===== src/rtl/operand_fetch_stage_if.sv =====
// Fetch-to-operand-fetch bus: incoming instruction, writeback port and the
// registered operand bundle handed to execute.
interface operand_fetch_stage_if #(
  parameter int DATA_W     = 32,
  parameter int REG_ADDR_W = 4
);
  logic [DATA_W-1:0]     InPc;
  logic [DATA_W-1:0]     InInstr;
  logic                  InValid;
  logic                  Stall;
  logic                  Flush;
  logic                  WbEnable;
  logic [REG_ADDR_W-1:0] WbRd;
  logic [DATA_W-1:0]     WbData;
  logic [DATA_W-1:0]     OfPc;
  logic [DATA_W-1:0]     OfInstr;
  logic [DATA_W-1:0]     OfOp1;
  logic [DATA_W-1:0]     OfOp2;
  logic [DATA_W-1:0]     OfImmx;
  logic [DATA_W-1:0]     OfBranchTarget;
  logic                  OfValid;

  modport master (
    output InPc, InInstr, InValid, Stall, Flush, WbEnable, WbRd, WbData,
    input  OfPc, OfInstr, OfOp1, OfOp2, OfImmx, OfBranchTarget, OfValid
  );

  modport slave (
    input  InPc, InInstr, InValid, Stall, Flush, WbEnable, WbRd, WbData,
    output OfPc, OfInstr, OfOp1, OfOp2, OfImmx, OfBranchTarget, OfValid
  );
endinterface


===== src/rtl/operand_fetch_stage.sv =====
// SimpleRISC operand fetch: IF/OF latch, 16x32 register file with write-first
// bypass, immediate extension and branch-target generation.
module operand_fetch_stage #(
  parameter int                DATA_W     = 32,
  parameter int                REG_ADDR_W = 4,
  parameter logic [DATA_W-1:0] NOP_INSTR  = 32'h68000000
) (
  input logic                 Clk,
  input logic                 Reset,
  operand_fetch_stage_if.slave bus
);
  localparam int NREGS = 1 << REG_ADDR_W;
  localparam logic [4:0] OP_ST  = 5'd15;
  localparam logic [4:0] OP_RET = 5'd20;
  localparam logic [REG_ADDR_W-1:0] RA_REG = REG_ADDR_W'(NREGS - 1);

  function automatic logic [REG_ADDR_W-1:0] src1_addr(input logic [DATA_W-1:0] instr);
    if (instr[31:27] == OP_RET) return RA_REG;
    return instr[21:18];
  endfunction

  // Stores read their data register (rd) on the second port.
  function automatic logic [REG_ADDR_W-1:0] src2_addr(input logic [DATA_W-1:0] instr);
    if (instr[31:27] == OP_ST) return instr[25:22];
    return instr[17:14];
  endfunction

  function automatic logic signed [DATA_W-1:0] ext_imm(input logic [DATA_W-1:0] instr);
    logic [15:0] lo;
    lo = instr[15:0];
    case (instr[17:16])
      2'b01:   ext_imm = {{(DATA_W-16){1'b0}}, lo};
      2'b10:   ext_imm = {lo, {(DATA_W-16){1'b0}}};
      default: ext_imm = {{(DATA_W-16){lo[15]}}, lo};
    endcase
  endfunction

  function automatic logic [DATA_W-1:0] branch_target(input logic [DATA_W-1:0] pc,
                                                      input logic [DATA_W-1:0] instr);
    logic signed [DATA_W-1:0] off;
    off = {{(DATA_W-27){instr[26]}}, instr[26:0]};
    return pc + off;
  endfunction

  logic [DATA_W-1:0]     rf_q [NREGS];
  logic [DATA_W-1:0]     pc_q, instr_q, op1_q, op2_q, immx_q, bt_q;
  logic                  valid_q;
  logic [DATA_W-1:0]     pc_d, instr_d, op1_d, op2_d, immx_d, bt_d;
  logic                  valid_d;
  logic [DATA_W-1:0]     rd_instr, rd1, rd2;
  logic [REG_ADDR_W-1:0] ra1, ra2;

  // Read stage: a stalled latch re-reads its own fields so a writeback during
  // the stall reaches the held operands.
  always_comb begin
    rd_instr = bus.Stall ? instr_q : bus.InInstr;
    ra1      = src1_addr(rd_instr);
    ra2      = src2_addr(rd_instr);
    rd1      = (bus.WbEnable && bus.WbRd == ra1) ? bus.WbData : rf_q[ra1];
    rd2      = (bus.WbEnable && bus.WbRd == ra2) ? bus.WbData : rf_q[ra2];
  end

  always_comb begin
    pc_d    = pc_q;
    instr_d = instr_q;
    op1_d   = op1_q;
    op2_d   = op2_q;
    immx_d  = immx_q;
    bt_d    = bt_q;
    valid_d = valid_q;
    if (bus.Flush) begin
      valid_d = 1'b0;
      instr_d = NOP_INSTR;
    end else if (bus.Stall) begin
      op1_d = rd1;
      op2_d = rd2;
    end else begin
      pc_d    = bus.InPc;
      instr_d = bus.InValid ? bus.InInstr : NOP_INSTR;
      op1_d   = rd1;
      op2_d   = rd2;
      immx_d  = ext_imm(bus.InInstr);
      bt_d    = branch_target(bus.InPc, bus.InInstr);
      valid_d = bus.InValid;
    end
  end

  // IF/OF latch and register file
  always_ff @(posedge Clk) begin
    if (!Reset) begin
      pc_q    <= '0;
      instr_q <= NOP_INSTR;
      op1_q   <= '0;
      op2_q   <= '0;
      immx_q  <= '0;
      bt_q    <= '0;
      valid_q <= 1'b0;
      for (int i = 0; i < NREGS; i++) rf_q[i] <= '0;
    end else begin
      pc_q    <= pc_d;
      instr_q <= instr_d;
      op1_q   <= op1_d;
      op2_q   <= op2_d;
      immx_q  <= immx_d;
      bt_q    <= bt_d;
      valid_q <= valid_d;
      if (bus.WbEnable) rf_q[bus.WbRd] <= bus.WbData;
    end
  end

  assign bus.OfPc           = pc_q;
  assign bus.OfInstr        = instr_q;
  assign bus.OfOp1          = op1_q;
  assign bus.OfOp2          = op2_q;
  assign bus.OfImmx         = immx_q;
  assign bus.OfBranchTarget = bt_q;
  assign bus.OfValid        = valid_q;
endmodule


===== src/flat_wrapper.sv =====
// flat-port wrapper written by rule: the top's interface ports become plain ports
module operand_fetch_stage_flat 
#(
  parameter int                DATA_W     = 32,
  parameter int                REG_ADDR_W = 4,
  parameter logic [DATA_W-1:0] NOP_INSTR  = 32'h68000000
)
  (Clk, Reset, bus_InPc, bus_InInstr, bus_InValid, bus_Stall, bus_Flush, bus_WbEnable, bus_WbRd, bus_WbData, bus_OfPc, bus_OfInstr, bus_OfOp1, bus_OfOp2, bus_OfImmx, bus_OfBranchTarget, bus_OfValid);
  operand_fetch_stage_if #(.DATA_W(DATA_W), .REG_ADDR_W(REG_ADDR_W)) bus_i ();
  input logic Clk;
  input logic Reset;
  input wire logic [$bits(bus_i.InPc)-1:0] bus_InPc;
  input wire logic [$bits(bus_i.InInstr)-1:0] bus_InInstr;
  input wire logic [$bits(bus_i.InValid)-1:0] bus_InValid;
  input wire logic [$bits(bus_i.Stall)-1:0] bus_Stall;
  input wire logic [$bits(bus_i.Flush)-1:0] bus_Flush;
  input wire logic [$bits(bus_i.WbEnable)-1:0] bus_WbEnable;
  input wire logic [$bits(bus_i.WbRd)-1:0] bus_WbRd;
  input wire logic [$bits(bus_i.WbData)-1:0] bus_WbData;
  output wire logic [$bits(bus_i.OfPc)-1:0] bus_OfPc;
  output wire logic [$bits(bus_i.OfInstr)-1:0] bus_OfInstr;
  output wire logic [$bits(bus_i.OfOp1)-1:0] bus_OfOp1;
  output wire logic [$bits(bus_i.OfOp2)-1:0] bus_OfOp2;
  output wire logic [$bits(bus_i.OfImmx)-1:0] bus_OfImmx;
  output wire logic [$bits(bus_i.OfBranchTarget)-1:0] bus_OfBranchTarget;
  output wire logic [$bits(bus_i.OfValid)-1:0] bus_OfValid;
  assign bus_i.InPc = bus_InPc;
  assign bus_i.InInstr = bus_InInstr;
  assign bus_i.InValid = bus_InValid;
  assign bus_i.Stall = bus_Stall;
  assign bus_i.Flush = bus_Flush;
  assign bus_i.WbEnable = bus_WbEnable;
  assign bus_i.WbRd = bus_WbRd;
  assign bus_i.WbData = bus_WbData;
  assign bus_OfPc = bus_i.OfPc;
  assign bus_OfInstr = bus_i.OfInstr;
  assign bus_OfOp1 = bus_i.OfOp1;
  assign bus_OfOp2 = bus_i.OfOp2;
  assign bus_OfImmx = bus_i.OfImmx;
  assign bus_OfBranchTarget = bus_i.OfBranchTarget;
  assign bus_OfValid = bus_i.OfValid;
  operand_fetch_stage #(.DATA_W(DATA_W), .REG_ADDR_W(REG_ADDR_W), .NOP_INSTR(NOP_INSTR)) u_core (.Clk(Clk), .Reset(Reset), .bus(bus_i));
endmodule

===== config.mk =====
export PLATFORM = sky130hd
export DESIGN_NAME = operand_fetch_stage_flat
export DESIGN_NICKNAME = d
export VERILOG_FILES = /design/src/rtl/operand_fetch_stage_if.sv /design/src/rtl/operand_fetch_stage.sv /design/src/flat_wrapper.sv
export SDC_FILE = /design/constraint.sdc
export NUM_CORES = 2
export LEC_CHECK = 0
export CAP_MARGIN = 20
export CELL_PAD_IN_SITES_DETAIL_PLACEMENT = 1
export CELL_PAD_IN_SITES_GLOBAL_PLACEMENT = 1
export CORE_ASPECT_RATIO = 0.9
export CORE_MARGIN = 2
export CORE_UTILIZATION = 51
export DETAILED_ROUTE_END_ITERATION = 8
export GPL_ROUTABILITY_DRIVEN = 0
export PLACE_DENSITY = 0.88
export SYNTH_ARGS = -nofsm -noshare
export SYNTH_HDL_FRONTEND = slang
export SYNTH_SLANG_ARGS = --single-unit

===== constraint.sdc =====
create_clock -name Clk -period 10.7 [get_ports Clk]
set_input_delay 1.605 -clock Clk [delete_from_list [all_inputs] [get_ports Clk]]
set_output_delay 1.605 -clock Clk [all_outputs]
set_load 0.02 [all_outputs]

Word-level counts from Yosys, hierarchy flattened
Memory sizes are Yosys's and may differ from the RTL's. A register that Yosys moved wholly into a read port is not among the register bits. Index checks and enable logic that the tools add are counted.

Bits in registers: 129. RAM bits: 512. Bits of input ports: 106. Memories kept: 1.

Memory list: u_core.rf_q (words 16, width 32, read ports 2, clocked after memory_dff 2, write ports 16, RTL line operand_fetch_stage.sv:45) `logic [DATA_W-1:0] rf_q [NREGS];`.

Add/subtract/negate cells: 1. Eq/ne operators: 4. Multiplexer cells: 16. Bitwise gates (word level): 3. Reductions and logical operators: 7.

Operator list (count): $mux 32 (3); $pmux 32 s2 (1); $add 32x32->32 (1); $reduce_or 32->1 (1); $mux 4 (5); $mux 1 (7); $eq 5x4->1 const B (1); $eq 5x5->1 const B (1); $logic_not 1->1 (4); $not 1->1 (3); $eq 2x1->1 const B (1); $eq 2x2->1 const B (1); $reduce_and 2->1 (1); $reduce_or 2->1 (1).

Longest topological paths before layout
Depth in word-level cells: 5. Mapped depth: 13. Gate-level depth less buffers: 11.

Least setup slack after synthesis
No wires, ideal clock.

Kind: input to register. From: in Reset. To: mem u_core.rf_q[1][0], enable pin. Arrival time: 4.734 ns. Setup slack: 5.501 ns. Stages: 5. Path buffers: 2. Cell sequence: clkbuf_1 > nand2_1 > or3_1 > clkbuf_1 > o21ai_0.

RTL lines: start, declared (RTL line flat_wrapper.sv:11) `input logic Reset;`; end, declared (RTL line operand_fetch_stage.sv:45).

Final worst setup path
From: in bus_Stall. To: reg u_core.op1_q[4] (netlist: u_core.bus.OfOp1[4]), read port of u_core.rf_q.

Word-level cells in the longest chain between the ends: 4.

Ends and longest elaborated chain: start, declared (RTL line flat_wrapper.sv:15) `input wire logic [$bits(bus_i.Stall)-1:0] bus_Stall;`; $mux 32 (*) (RTL line operand_fetch_stage.sv:56) `rd_instr = bus.Stall ? instr_q : bus.InInstr;`; $eq 5x5->1 (RTL line operand_fetch_stage.sv:18) `if (instr[31:27] == OP_RET) return RA_REG;`; $mux 1 (RTL line operand_fetch_stage.sv:18); $mux 4 (*) (RTL line operand_fetch_stage.sv:19) `return instr[21:18];`; end, declared (RTL line operand_fetch_stage.sv:46) `logic [DATA_W-1:0] pc_q, instr_q, op1_q, op2_q, immx_q, bt_q;`.

Every way passes the cells marked *; elsewhere a longest branch is shown, timed or not. A chain may end at the register's enable or synchronous reset.

==> impl_results.md <==
- Post-cts resize count: 0
- Worst-Skew Late Latency: 0.65 ns
- Sequential fraction of the synthesis area: 53.25%
- Post-synth EDFFs: 512
- Synthesized flop and latch total: 705
- WS Path Type: input pin to flop
- RSZ-0062 raised after global routing: false
- R2R setup slack: 5.75 ns
- Starting Density: 51.53%
- Total Neg Setup Slack: 0 ns
- Mapped Cells: 3048
- Count of cell types in the netlist: 71
- CP most frequent cell: buf_4
- Power per cell area: 167.0 nW/um^2
- WP buf/inv: 5
- Die ar.: 72980 sq um
- Met2 Use GR: 63.82%
- Crit path DAT: 7.04 ns
- Final WL: 149400 microns
- Grt met3 use: 11.90%
- Reg-to-Reg End: u_core.bus.OfOp1[4]$_SDFFE_PN0N_
- Core Box Area: 70100 sq um
- Vias per std cell: 7.162
- Synthesized area: 36130 sq um
- CP Capture Type: flop
- Post-Layout Cell Count: 4224
- Via Count: 30250
- Pre-CTS WS: 3.990 ns
- First-pass GRT wire length: 215600 microns
- Area Overhead vs Synth: 17.81%
- Max-cap viol count: 0
- Worst R2R Start: u_core.bus.OfInstr[18]$_SDFFE_PP0N_
- Buffer depth of the longest clock path: 3
- Clk sink count: 705
- Routing usage on met1: 48.38%
- Antenna violations before repair: 7
- Most used DFF post-synth: edfxtp_1
- Router iterations before antenna repair: 6
- Cells after DPL: 4077
- CTS H-tree lvls: 3
- GRT Residual Overflow: 0
- Hold Crit Class: flop to flop
- Die span in x: 284.5 microns
- Fin worst setup slack: 4.162 ns
- Critical path's largest stage delay: 0.91 ns
- Element type at the critical path start: input pin
- Post-route ant nets: 0
- Period utilization: 61.10%
- Min-delay src: u_core.bus.OfOp1[20]$_SDFFE_PN0N_
- Worst-path fanout max: 55
- Reg clk slew, reported paths: 0.07 ns
- Leakage: 15.02 nW
- DR iter-0 viols: 5002
- R2R cell count: 11
- Critical-path top delay cell: and3_4
- CP delay by family, top: buffers and inverters
- Total Routing Usage GR: 40.24%
- Final Setup Violations: 0
- Clk_skew: 0.02753 ns
- Outcome: complete, no violations
- Worst Max-Slew Pin Slew: 1.408 ns
- VDD IR max: 0.1459 mV
- Largest net degree at the start of global routing: 195
- Area leader, netlist: edfxtp_1
- IO Count: 299
- Fin crit period: 6.538 ns
- Number of global-route vias before repair: 31720
- Layer with the highest usage: met2
- DR WL/cell: 35.37 microns
- Root Buffer: clkbuf_16
- Worst rel slew slack: 6.129%
- # hold bufs at CTS: 0
- Final Max Slew Viols: 0
- PortBufs: 298
- Worst hold path depth: 2
- Post-CTS Repair Setup Buffers: 0
- Hold Fails Final Rpt: 0
- Ys Warns: 0
- Die height: 256.5 microns
- FP Rows: 92
- Top cells by area, synth: edfxtp_1 (43%), dfxtp_1 (11%), and2_1 (9.3%), mux4_2 (8.9%), nand2_1 (3.6%)
- Final Net Count: 3357
- Num CTS Buffers: 76
- Crit-path cells: buf_2 > buf_4 > mux2i_4 > buf_4 > and3_4 > buf_4 > xnor2_1 > nor2_1 > nand4_1 > buf_4 > o211ai_1 > o211ai_1 > nand2_1
- Detailed placement HPWL: 82510 microns
- CTS tree: yes
- Synth async-reset ratio: 0%
- Tot Pwr: 0.007107 W
- DRC violations left: 0
- Avg Inst Size Synth: 11.85 sq um
- Mapped Nets: 3188
- Hold endpoint: u_core.bus.OfOp1[20]$_SDFFE_PN0N_
- Crit path required time: 11.20 ns
- Max Clk Rate: 152.9 MHz
- Synth top area share: 42.56%
- Ratio of cells with drive above 1 in the final layout: 12.60%
==> through the flow <==
step | hold WS [ns] | cell area, sq um | util (%)
floorplan | 0.5206 | 36130 | -
global placement | 0.4336 | 39930 | 56.96
detailed placement | 0.4365 | 39980 | 57.03
CTS | 0.4472 | 42510 | 60.64
global route | 0.4703 | 42560 | 60.71
finish | 0.4475 | 42560 | 60.71
==> synth_stat cells, types with 4 or more instances <==
library cell / number
buf_2: 50
a22oi_1: 62
a31oi_1: 36
a211o_1: 5
and2_1: 535
a21oi_1: 88
nand3_1: 77
a21boi_0: 38
dfxtp_1: 193
mux4_1: 15
nor2_1: 67
a221oi_1: 14
o21ai_0: 59
nor3_1: 8
ha_1: 33
o21bai_1: 5
o21ai_1: 65
nand2b_1: 8
xnor2_1: 16
inv_1: 10
nand2_1: 343
buf_6: 11
edfxtp_1: 512
buf_4: 4
xor2_1: 19
mux4_2: 143
o21a_1: 6
mux2i_1: 125
o22ai_1: 32
o221ai_1: 63
mux2_2: 34
buf_1: 12
a21o_1: 13
and3_1: 5
clkbuf_1: 189
o211ai_1: 66
nor2b_1: 36
nand4_1: 6
==> per-layer routing <==
| metal | vias up | share of wire (%) |
|---|---|---|
| li1 | 11640 | - |
| met1 | 14930 | 33 |
| met2 | 2894 | 46 |
| met3 | 786 | 14 |
| met4 | 8 | 6.6 |
| met5 | - | 0.046 |
==> sequential cells by signal, indices dropped and copies added (netlist names) <==
| signal | count |
|---|---|
| u_core.bus.OfOp1 | 32 |
| u_core.rf_q | 512 |
| u_core.bus.OfOp2 | 32 |
| u_core.bus.OfInstr | 32 |
| u_core.bus.OfValid | 1 |
| u_core.bus.OfImmx | 32 |
| u_core.bus.OfBranchTarget | 32 |
| u_core.bus.OfPc | 32 |
==> worst max-delay path by stage <==
stage / from / end / slack (ns) / cells past startpoint
after global placement: bus_Stall / u_core.bus.OfOp1[6]$_SDFFE_PN0N_ / 4.25 / 13
final: bus_Stall / u_core.bus.OfOp1[4]$_SDFFE_PN0N_ / 4.16 / 13
after detailed placement: bus_Stall / u_core.bus.OfOp1[4]$_SDFFE_PN0N_ / 3.99 / 13
after floorplan: Reset / u_core.rf_q[1][0]$_SDFFCE_PN0P_ / 5.50 / 5
after global routing: bus_Stall / u_core.bus.OfOp1[4]$_SDFFE_PN0N_ / 4.13 / 13
after CTS: bus_Stall / u_core.bus.OfOp1[4]$_SDFFE_PN0N_ / 4.46 / 13
==> cell type report <==
cell class | count | area, sq um
fill | 6864 | 27540
sequential | 705 | 19240
multi-input combinational | 2066 | 16070
timing repair buffer | 358 | 3491
clock buffer | 108 | 2208
tap | 940 | 1176
clock inverter | 32 | 329.1
inverter | 10 | 37.54
antenna | 5 | 12.51
==> cell families (layout without fill, tap and decap cells) <==
kind of cell | after synthesis | after routing | share of synthesized area (%)
AO/OA/AOI/OAI | 575 | 575 | 10.62
XOR/XNOR | 35 | 35 | 0.8485
adder cells (fa/ha/maj) | 34 | 34 | 1.198
buffers and inverters | 277 | 508 | 3.325
flip-flops | 705 | 705 | 53.25
multiplexers | 321 | 321 | 14.71
other | 0 | 5 | 0
AND/OR/NAND/NOR | 1101 | 1101 | 16.04
==> report_power, final <==
group	total, W	switching [W]	internal (W)
sequential	0.00321	0.000122	0.00309
combinational	0.00112	0.000679	0.000440
clock	0.00277	0.00120	0.00157
==> cells in the final DEF, fill, tap and decap left out, types with 6 or more instances in the layout <==
cell	count
clkinv_2	14
mux4_2	143
a21oi_1	87
o21ai_1	64
clkbuf_1	17
a31oi_1	36
xor2_1	19
dfxtp_1	193
ha_1	33
o22ai_1	32
a21boi_0	38
and2_1	534
buf_4	56
a21o_1	13
inv_1	10
mux2i_1	124
nand4_1	6
o21ai_0	46
clkbuf_8	10
edfxtp_1	512
o221ai_1	63
nor2b_1	35
clkdlybuf4s50_1	296
nor2_4	12
nand2_1	343
mux4_1	15
a22oi_1	62
mux2_2	34
o211ai_1	66
a221oi_1	14
nor2_1	53
clkbuf_16	80
nand3_1	77
o21ai_4	14
xnor2_1	16
==> worst reg2reg max path: cells and delay by family (launching register included) <==
kind | cells | cell delay (ns)
compound gates | 2 | 0.54
simple gates | 4 | 1.32
xor+xnor | 1 | 0.26
buf+inv | 3 | 2.20
mux | 1 | 0.13
flops | 1 | 0.34
Note: power is estimated with default switching activity, not from simulation.
